### src/rtl/mest_pro_pkg.sv
// Shared types and constants for the MEST Pro core and its program memory.
package mest_pro_pkg;

  localparam int unsigned OP_W    = 4;
  localparam int unsigned INSTR_W = OP_W + 8 + 8 + 8;

  // END-of-code opcode; a word carrying it with zero operands halts the core.
  localparam logic [OP_W-1:0]    END_OPCODE = OP_W'(4'hF);
  localparam logic [INSTR_W-1:0] END_WORD   = {END_OPCODE, (INSTR_W - OP_W)'(0)};

  typedef enum logic [1:0] {
    IMEM_EMPTY = 2'd0,
    IMEM_LOAD  = 2'd1,
    IMEM_READY = 2'd2
  } imem_state_t;

endpackage

### src/rtl/mest_pro_imem_ram.sv
// Simple dual-port program RAM: one write port, one enabled registered read port, no reset.
module mest_pro_imem_ram #(
  parameter int unsigned WIDTH = 28,
  parameter int unsigned DEPTH = 16,
  localparam int unsigned AW   = $clog2(DEPTH)
) (
  input  logic             clk,
  input  logic             wr_en,
  input  logic [AW-1:0]    wr_addr,
  input  logic [WIDTH-1:0] wr_data,
  input  logic             rd_en,
  input  logic [AW-1:0]    rd_addr,
  output logic [WIDTH-1:0] rd_data
);

  logic [WIDTH-1:0] mem [DEPTH];

  always_ff @(posedge clk) begin
    if (wr_en) mem[wr_addr] <= wr_data;
  end

  // Read register only moves on an enabled read so the last word is held.
  always_ff @(posedge clk) begin
    if (rd_en) rd_data <= mem[rd_addr];
  end

endmodule

### src/rtl/mest_pro_imem.sv
// Program memory responder for the MEST Pro fetch port: host loads words over
// valid/ready, the core then fetches by PC with a fixed one-cycle latency.
module mest_pro_imem
  import mest_pro_pkg::*;
#(
  parameter int unsigned OP_CODE_SIZE     = 4,
  parameter int unsigned INSTRUCTION_SIZE = OP_CODE_SIZE + 8 + 8 + 8,
  parameter int unsigned ROM_DEPTH        = 16,
  parameter logic [INSTRUCTION_SIZE-1:0] FILL_WORD = INSTRUCTION_SIZE'(END_WORD),
  localparam int unsigned AW = $clog2(ROM_DEPTH),
  localparam int unsigned LW = AW + 1
) (
  input  logic                        clk,
  input  logic                        i_reset_n,
  input  logic                        i_load_start,
  input  logic                        i_load_valid,
  input  logic [INSTRUCTION_SIZE-1:0] i_load_data,
  input  logic                        i_load_last,
  output logic                        o_load_ready,
  output logic                        o_prog_ready,
  output logic [LW-1:0]               o_prog_len,
  input  logic                        i_req,
  input  logic [AW-1:0]               i_prog_counter,
  output logic [INSTRUCTION_SIZE-1:0] o_instruction,
  output logic                        o_instr_valid,
  output logic                        o_fetch_err
);

  imem_state_t state, state_next;
  logic [AW-1:0]               wr_ptr;
  logic                        load_go;
  logic                        accept;
  logic                        hit;
  logic                        sel_ram;
  logic [INSTRUCTION_SIZE-1:0] ram_rd_data;

  assign o_load_ready = (state == IMEM_LOAD);
  assign hit = (state == IMEM_READY) && (LW'(i_prog_counter) < o_prog_len);

  // Next state; a start pulse always wins over a word offered the same cycle.
  always_comb begin
    state_next = state;
    load_go    = 1'b0;
    accept     = 1'b0;
    case (state)
      IMEM_EMPTY: begin
        if (i_load_start) begin
          state_next = IMEM_LOAD;
          load_go    = 1'b1;
        end
      end
      IMEM_LOAD: begin
        if (i_load_start) begin
          state_next = IMEM_LOAD;
          load_go    = 1'b1;
        end else if (i_load_valid) begin
          accept = 1'b1;
          if (i_load_last || (wr_ptr == AW'(ROM_DEPTH - 1))) state_next = IMEM_READY;
        end
      end
      IMEM_READY: begin
        if (i_load_start) begin
          state_next = IMEM_LOAD;
          load_go    = 1'b1;
        end
      end
      default: state_next = IMEM_EMPTY;
    endcase
  end

  always_ff @(posedge clk or negedge i_reset_n) begin
    if (!i_reset_n) begin
      state        <= IMEM_EMPTY;
      wr_ptr       <= '0;
      o_prog_len   <= '0;
      o_prog_ready <= 1'b0;
    end else begin
      state        <= state_next;
      o_prog_ready <= (state_next == IMEM_READY);
      if (load_go) begin
        wr_ptr     <= '0;
        o_prog_len <= '0;
      end else if (accept) begin
        wr_ptr     <= wr_ptr + AW'(1);
        o_prog_len <= o_prog_len + LW'(1);
      end
    end
  end

  // Fetch response flags; sel_ram picks RAM data vs FILL_WORD and holds with the data.
  always_ff @(posedge clk or negedge i_reset_n) begin
    if (!i_reset_n) begin
      o_instr_valid <= 1'b0;
      o_fetch_err   <= 1'b0;
      sel_ram       <= 1'b0;
    end else begin
      o_instr_valid <= i_req;
      o_fetch_err   <= i_req && !hit;
      if (i_req) sel_ram <= hit;
    end
  end

  assign o_instruction = sel_ram ? ram_rd_data : FILL_WORD;

  mest_pro_imem_ram #(
    .WIDTH (INSTRUCTION_SIZE),
    .DEPTH (ROM_DEPTH)
  ) u_ram (
    .clk     (clk),
    .wr_en   (accept),
    .wr_addr (wr_ptr),
    .wr_data (i_load_data),
    .rd_en   (i_req && hit),
    .rd_addr (i_prog_counter),
    .rd_data (ram_rd_data)
  );

endmodule

### config.mk
export PLATFORM = sky130hd
export DESIGN_NAME = mest_pro_imem
export DESIGN_NICKNAME = d
export VERILOG_FILES = /design/src/rtl/mest_pro_pkg.sv /design/src/rtl/mest_pro_imem_ram.sv /design/src/rtl/mest_pro_imem.sv
export SDC_FILE = /design/constraint.sdc
export NUM_CORES = 1
export LEC_CHECK = 0
export CAP_MARGIN = 20
export CORE_ASPECT_RATIO = 1.4
export CORE_UTILIZATION = 40
export DETAILED_ROUTE_END_ITERATION = 10
export HOLD_SLACK_MARGIN = 0.15
export PLACE_DENSITY = 0.56
export SYNTH_ARGS = -nofsm -noshare
export SYNTH_HDL_FRONTEND = slang
export SYNTH_SLANG_ARGS = --single-unit
### constraint.sdc
create_clock -name clk -period 6.6 [get_ports clk]
set_clock_uncertainty 0.05 [all_clocks]
set_input_delay 0.99 -clock clk [delete_from_list [all_inputs] [get_ports clk]]
set_output_delay 0.99 -clock clk [all_outputs]
set_load 0.02 [all_outputs]
==> flow_summary_export.csv, run 1 <==
group,metric,value,unit
die,core,46000,um2
global_routing,grt_max_degree,55,
yosys,ys_async_sr_fraction,3.05,%
place,dp_cells,1508,
clocking,htreeDepth,2,
power_and_ir_drop,seqPwrFrac,55.3,%
sta,fmax,0.306,GHz
place,place_area,20200,um2
global_routing,grt.overflow.total,0,
layout,stdcell_area,21600,um2
setup_path,cp_slowest_cell,"nor2_4",
global_routing,antenna_found_initial,0,
layout,final_common_cell,"edfxtp_1",
setup_path,end_kind,"flip-flop",
clocking,post_cts_buffers,0,
setup_path,cp_cell_sequence,"clkdlybuf4s50_1 > and4bb_1 > nand2_1 > nor2_4",
drt,top_layer_used,"met4",
layout,nets,986,
layout,layout-drive-gt1-share,21.7,%
place,place_congestion,0.727,
clocking,cts_hold_buf,0,
global_routing,grtUsageTotal,16.1,%
setup_path,crit_arrival,3.39,ns
yosys,seq_area_frac_synth,78.7,%
sta,fin_crit_sh,49.5,%
drt,met1_length,14.7,mm
drt,routed_wirelength,36.6,mm
place,portBuffers,74,
setup_path,critPathBufInv,1,
job,cap_violations,0,
power_and_ir_drop,cellPowerDensity,290,nW/um2
die,fp.dieW,184,um
clocking,cts_resized,0,
drt,detail_route.wl_per_cell,23.0,um
drt,first_iter_violations,536,
clocking,worst_skew_pair.late_latency,0.57,ns
clocking,cts_root_buf,"clkbuf_16",
drt,dr_wl_met3,1.28,mm
place,dpl.hpwl,20.9,mm
drt,drcViolationCount,0,
min_path,min_path_type,"reg2reg",
yosys,synth_area,18600,um2
drt,vias,8348,
die,row_count,93,
layout,most-common-layout-cells,"476 x edfxtp_1, 112 x mux4_2, 72 x clkdlybuf4s50_1",
layout,diodes,0,
yosys,ys_warn_count,0,
sta,drv_slew,0,
power_and_ir_drop,ir_worst_vdd,0.000188,V
clocking,clockBufferDepth,3,
sta,whs,0.533,ns
setup_path,critPathLaunchType,"primary input",
clocking,numCtsBuffers,45,
die,initial_utilization,40.6,%
layout,fin_cells,1592,
power_and_ir_drop,power.share.combinational,5.2,%
die,die-height,257,um
power_and_ir_drop,leakagePower,6.79,nW
sta,rsz0062_at_grt,"no",
global_routing,grt_pass1_vias,9195,
sta,slew_headroom,29.0,%
sta,min_period,3.27,ns
power_and_ir_drop,p_clk_share,39.5,%
clocking,cts_tree,"yes",
drt,first_pass_iters,4,
yosys,synth_cell_types,29,
power_and_ir_drop,sw_frac_of_total,20.7,%
setup_path,critical_path_class,"in2reg",
global_routing,grt_pass1_wl,56.2,mm
power_and_ir_drop,p_sw,1.30,mW
drt,met2_length,19.9,mm
clocking,cts.sinks,491,
die,die_area,47500,um2
drt,final_antenna_net_count,0,
sta,hold_viol_final,0,
setup_path,crit_family,"simple AND/OR/NAND/NOR gates",
yosys,syn-num-nets,891,
layout,syn_to_final_growth,16.0,%
setup_path,cp.required,6.72,ns
drt,via_per_inst,5.24,
die,io_pins,75,
setup_path,critPathMaxStageDelay,0.92,ns
yosys,synth_top_area_share,76.7,%
sta,fin_setup_tns,0,ns
yosys,synth_area_leader_cell,"edfxtp_1",
power_and_ir_drop,internal_power,4.97,mW
setup_path,crit_fanout,28,
clocking,clkTransAtPathRegs,0.06,ns
yosys,synth-main-ff-cell,"edfxtp_1",
status,outcome,"finished, final reports clean",
yosys,synth_edf_count,476,
yosys,synthCells,845,
sta,worstMarginPinSlew,1.06,ns
yosys,synthTopCellsByArea,"edfxtp_1 77%, mux4_2 14%, a22oi_1 2.3%",
yosys,synth-seq-cells,491,
sta,finalSetupViolCount,0,
yosys,avgSynthCellArea,22.1,um2
[cell families after synthesis]
family	Yosys count	share of synthesized area, %
DFF	491	78.7
muxes	112	13.5
and+or+nand+nor	104	2.73
AOI/OAI and AO/OA	73	2.84
buffers and inverters	50	1.36
adders and majority gates	8	0.537
xor gates and xnor gates	7	0.329
[area by class of cell]
cell class,instances,area [um2]
multi-input cells,304,3860
repair buffers,92,915
inverters,6,22.5
fillers,3750,24300
flip-flops and latches,491,14700
clock buffers,54,1160
clock inverters,28,233
well taps,617,772
[flip-flops by register name, summed over array words and instances (netlist names)]
| name | cells |
|---|---|
| u_ram.rd_data | 28 |
| state | 2 |
| wr_ptr | 4 |
| o_instr_valid | 1 |
| u_ram.mem | 448 |
| o_prog_ready | 1 |
| o_fetch_err | 1 |
| o_prog_len | 5 |
| sel_ram | 1 |
[per-layer routing]
metal  track usage, %  vias to the layer above
met2             29.2                      148
met4             4.79                        0
met1             19.7                     4440
met5                0                        -
met3             2.41                       52
li1                 -                     3708
[stage by stage]
stage          power [mW]  utilization (%)  worst slack, ns
2_1_floorplan        3.72                -             1.29
3_3_place_gp         3.86             43.9             2.73
3_5_place_dp         3.86             43.9             2.69
4_1_cts              6.34             46.9             3.29
5_1_grt              6.45             47.1             3.17
6_report             6.26             47.1             3.33
[power by group through the flow]
stage,Clock [mW],Combinational [mW],Sequential [mW]
2_1_floorplan,0,0.187,3.53
3_3_place_gp,0,0.332,3.53
3_5_place_dp,0,0.335,3.53
4_1_cts,2.54,0.336,3.46
5_1_grt,2.64,0.356,3.46
6_report,2.47,0.326,3.46
[path summary, 6_finish.rpt]
kind,from,to,slack (ns),cells past startpoint
worst max register to register,state[1],u_ram.mem[11][17],3.77,3
min in group asynchronous,i_reset_n,wr_ptr[0],0.82,1
worst min register to register,state[0],state[0],0.53,1
worst min-delay path,state[0],state[0],0.53,1
max in group asynchronous,i_reset_n,o_fetch_err,5.23,1
worst max-delay path,i_load_start,u_ram.mem[11][17],3.33,4
[cells in the mapped netlist (3+ instances only)]
cell type,count
xor2_1,3
nand4_1,3
buf_1,10
buf_2,5
nand2b_1,8
o21ai_0,3
mux4_2,112
a21oi_1,6
and2_1,25
clkbuf_1,20
nor2b_1,6
dfrtp_1,15
nor2_1,21
ha_1,8
a22oi_1,56
xnor2_1,4
nand2_1,36
buf_6,7
nor3_1,4
edfxtp_1,476
inv_1,6
[worst register-to-register path: stages, from the launching register on]
cell and delay, ns:
dfrtp_1 0.45, and4bb_1 0.62, nand2_1 0.38, nor2_4 0.92
Power figures use the tool's default switching activity.
==> run 2: changes to the inputs <==
PLACE_DENSITY = 0.58   (was 0.56)
clock period = 2.9 ns   (was 6.6 ns; I/O delays follow)
==> flow_summary_export.csv, run 2 (same netlist as run 1, synthesis figures left out) <==
group,metric,value,unit
setup_path,reg2reg_setup_slack,0.64,ns
setup_path,crit_family,"buffers and inverters",
drt,met2_length,20.6,mm
layout,most-common-layout-cells,"476 x edfxtp_1, 112 x mux4_2, 72 x clkdlybuf4s50_1",
clocking,numCtsBuffers,46,
layout,final_common_cell,"edfxtp_1",
drt,vias,8574,
setup_path,end_kind,"output port",
sta,fmax,0.366,GHz
global_routing,grt_max_degree,60,
layout,largest_reg_flops,448,
global_routing,grt_pass1_wl,58.7,mm
min_path,min_path_type,"in2async",
sta,min_period,2.73,ns
drt,top_layer_used,"met4",
setup_path,crit_arrival,2.24,ns
setup_path,reg2reg_to,"u_ram.rd_data[5]",
clocking,htreeDepth,2,
clocking,cts_root_buf,"clkbuf_16",
drt,first_pass_iters,5,
power_and_ir_drop,cellPowerDensity,663,nW/um2
drt,first_iter_violations,663,
power_and_ir_drop,leakagePower,7.06,nW
layout,diodes,0,
clocking,cts_tree,"yes",
setup_path,critPathMaxStageDelay,0.63,ns
die,die_area,47500,um2
layout,stdcell_area,22200,um2
layout,final_core_util,48.4,%
setup_path,critPathBufInv,2,
clocking,clkTransAtPathRegs,0.07,ns
setup_path,reg2reg_depth,6,
global_routing,antenna_found_initial,1,
setup_path,cp_slowest_cell,"clkdlybuf4s50_1",
die,core,46000,um2
layout,layout-drive-gt1-share,25.6,%
die,row_count,93,
clocking,clockBufferDepth,3,
global_routing,grt_pass1_vias,9286,
clocking,cts.sinks,491,
setup_path,cp.required,2.41,ns
layout,regMostFlops,"u_ram.mem",
setup_path,critPathLaunchType,"flip-flop",
clocking,post_cts_buffers,0,
sta,hold_viol_final,0,
sta,whs,0.243,ns
sta,worstMarginPinSlew,0.926,ns
power_and_ir_drop,ir_worst_vdd,0.000453,V
place,portBuffers,74,
die,initial_utilization,40.6,%
place,place_congestion,0.718,
status,outcome,"finished, final reports clean",
sta,drv_slew,0,
drt,final_antenna_net_count,0,
layout,nets,1022,
die,fp.dieW,184,um
drt,met1_length,16.0,mm
job,cap_violations,0,
place,place_area,20700,um2
global_routing,grtUsageTotal,17.0,%
sta,rsz0062_at_grt,"no",
sta,fin_crit_sh,94.1,%
place,dpl.hpwl,23.4,mm
die,io_pins,75,
layout,syn_to_final_growth,19.2,%
setup_path,crit_fanout,19,
clocking,cts_resized,0,
drt,detail_route.wl_per_cell,23.8,um
drt,via_per_inst,5.26,
drt,routed_wirelength,38.8,mm
setup_path,cp_cell_sequence,"buf_12 > and2_1 > clkdlybuf4s50_1",
layout,reg_top3,"u_ram.mem (448), u_ram.rd_data (28), o_prog_len (5)",
drt,dr_wl_met3,1.40,mm
global_routing,grt.overflow.total,0,
drt,drcViolationCount,0,
clocking,cts_hold_buf,0,
die,die-height,257,um
setup_path,critical_path_class,"reg2out",
sta,finalSetupViolCount,0,
sta,slew_headroom,38.1,%
clocking,worst_skew_pair.late_latency,0.58,ns
sta,fin_setup_tns,0,ns
setup_path,r2r-start,"o_prog_len[1]",
run 2: metrics by stage:
step	total power, mW	std cells	worst slack, ns
floorplan	8.46	845	0.0606
global placement	8.81	1545	0.177
detailed placement	8.82	1545	0.182
CTS	14.9	1631	0.130
global route	15.2	1631	0.0757
finish	14.7	1631	0.171
run 2: worst max-delay path by stage:
stage | start | depth (start not counted) | to | slack, ns
finish | sel_ram | 3 | o_instruction[21] | 0.17
global route | sel_ram | 3 | o_instruction[18] | 0.08
CTS | sel_ram | 3 | o_instruction[18] | 0.13
detailed placement | i_prog_counter[2] | 5 | u_ram.rd_data[16] | 0.18
global placement | i_prog_counter[2] | 5 | u_ram.rd_data[16] | 0.18
floorplan | state[1] | 5 | u_ram.mem[10][0] | 0.06
run 2: cell type report:
type | instances | area, um2
clock buffer | 52 | 1190
inverter | 6 | 22.5
sequential | 491 | 14700
tap | 617 | 772
fill | 3764 | 23700
multi-input combinational | 304 | 3900
timing repair buffer | 127 | 1330
clock inverter | 34 | 347
run 2: power breakdown:
part           switching, mW  leakage (nW)  internal [mW]  total [mW]
Clock                   2.65         0.756           3.45        6.09
Sequential            0.0332          4.48           7.85        7.88
Combinational          0.430          1.82          0.340       0.770
run 2: worst reg2reg max path: cells and delay by family, from the launching register on:
family	cells	cell delay, ns
compound gates	3	0.73
flops	1	0.43
buf+inv	2	0.42
fa+ha+maj	1	0.29
run 2: per-layer routing:
metal  vias to the layer above  global-route usage [%]
met5                         -                       0
met2                       158                    29.7
met4                         0                    4.93
li1                       3783                       -
met1                      4578                    22.0
met3                        55                    2.25
==> run 3: changes to the inputs <==
CAP_MARGIN = default   (was 20)
SKIP_CTS_REPAIR_TIMING = 1   (was default)
clock period = 2.23 ns   (was 2.9 ns; I/O delays follow)
==> flow_summary_export.csv, run 3 (same netlist as run 1, synthesis figures left out) <==
group,metric,value,unit
job,cap_violations,0,
layout,most-common-layout-cells,"476 x edfxtp_1, 112 x mux4_2, 56 x a22oi_1",
die,core,46000,um2
setup_path,reg2reg_depth,6,
layout,largest_reg_flops,448,
drt,routed_wirelength,41.2,mm
layout,diodes,0,
sta,rsz0062_at_grt,"no",
sta,whs,0.163,ns
layout,syn_to_final_growth,21.7,%
setup_path,critPathLaunchType,"flip-flop",
die,die-height,257,um
clocking,cts_root_buf,"clkbuf_16",
clocking,cts_tree,"yes",
sta,finalSetupViolCount,0,
setup_path,r2r-start,"o_prog_len[1]",
clocking,worst_skew_pair.late_latency,0.55,ns
setup_path,cp_cell_sequence,"inv_2 > ha_4 > a21o_1 > a21o_1 > a2111oi_4 > buf_6",
drt,first_pass_iters,4,
global_routing,grt_max_degree,44,
layout,nets,1049,
setup_path,critical_path_class,"reg2reg",
die,initial_utilization,40.6,%
die,die_area,47500,um2
clocking,clkTransAtPathRegs,0.07,ns
clocking,cts.sinks,491,
place,dpl.hpwl,24.8,mm
global_routing,grt.overflow.total,0,
sta,fin_crit_sh,96.4,%
setup_path,cp-startpoint,"o_prog_len[1]",
die,io_pins,75,
setup_path,crit_fanout,17,
setup_path,crit_arrival,2.33,ns
min_path,min_path_type,"in2async",
sta,worstMarginPinSlew,1.11,ns
die,fp.dieW,184,um
layout,regMostFlops,"u_ram.mem",
global_routing,antenna_found_initial,1,
clocking,htreeDepth,2,
power_and_ir_drop,ir_worst_vdd,0.000448,V
global_routing,grtUsageTotal,18.0,%
setup_path,cp.required,2.41,ns
status,outcome,"finished, final reports clean",
drt,drcViolationCount,0,
place,place_ws,-0.254,ns
setup_path,cp_slowest_cell,"dfrtp_2",
sta,slew_headroom,26.0,%
global_routing,grt_pass1_wl,61.5,mm
layout,final_common_cell,"edfxtp_1",
sta,finalWorstSetupSlack,0.0811,ns
drt,via_per_inst,5.32,
sta,min_period,2.15,ns
sta,fmax,0.465,GHz
clocking,numCtsBuffers,45,
layout,stdcell_area,22700,um2
setup_path,crit_top_cell,"a21o_1",
setup_path,critPathMaxStageDelay,0.41,ns
clocking,clockBufferDepth,3,
drt,first_iter_violations,729,
sta,hold_viol_final,0,
setup_path,end_kind,"flip-flop",
drt,vias,8805,
layout,reg_top3,"u_ram.mem (448), u_ram.rd_data (28), o_prog_len (5)",
die,row_count,93,
place,place_congestion,0.747,
drt,detail_route.wl_per_cell,24.9,um
place,portBuffers,74,
drt,final_antenna_net_count,0,
power_and_ir_drop,leakagePower,7.63,nW
place,place_area,21100,um2
layout,layout-drive-gt1-share,28.0,%
sta,drv_slew,0,
power_and_ir_drop,cellPowerDensity,841,nW/um2
global_routing,grt_pass1_vias,9300,
[run 3: cell count changes in the layout (fill, tap and decap cells not counted), sizes merged]
cell           delta
buf              +28
clkbuf            +4
clkdlybuf4s50    -28
clkinv           -14
clkinvlp          +6
dlymetal6s2s     +28
[run 3: layout make-up]
class,count,area [um2]
inverters,6,22.5
fillers,3683,23300
clock buffers,56,1210
multi-input cells,304,3930
flip-flops and latches,491,14700
clock inverters,26,272
repair buffers,155,1810
well taps,617,772
[run 3: power by group]
group / internal [mW] / leakage [nW] / switching [mW]
clock: 4.45 / 0.699 / 3.30
sequential: 10.2 / 4.48 / 0.0342
combinational: 0.498 / 2.45 / 0.590
total: 15.2 / 7.63 / 3.92
[run 3: metal layers]
layer / GRT usage, % / vias up / share of wire [%]
li1: - / 3839 / -
met1: 22.9 / 4715 / 41
met2: 32.0 / 197 / 54
met3: 2.26 / 52 / 3.6
met4: 4.88 / 2 / 1.9
met5: 0 / - / 0.041
[run 3: final timing paths]
kind / endpoint / slack, ns
setup / recovery: u_ram.rd_data[15] / 0.08
min in group clk: o_instr_valid / 0.32
hold / removal: state[1] / 0.16
max in group asynchronous: o_prog_len[1] / 1.46
setup reg to reg: u_ram.rd_data[15] / 0.08
hold reg to reg: state[0] / 0.53
[run 3: critical path: cells and delay by family, from the launching register on]
family	cells	cell delay, ns
buf+inv	2	0.36
fa+ha+maj	1	0.18
compound gates	3	0.81
flops	1	0.41
[run 3: stage by stage]
step                      cells  power (mW)  utilization, %  TNS [ns]
final                      1655        19.1            49.4         0
after global routing       1655        19.7            49.4         0
after CTS                  1655        19.3            49.2     -2.07
after detailed placement   1573        11.6            46.0    -10.24
after global placement     1573        11.5            46.0     -6.96
after floorplan             845        11.0               -    -43.62
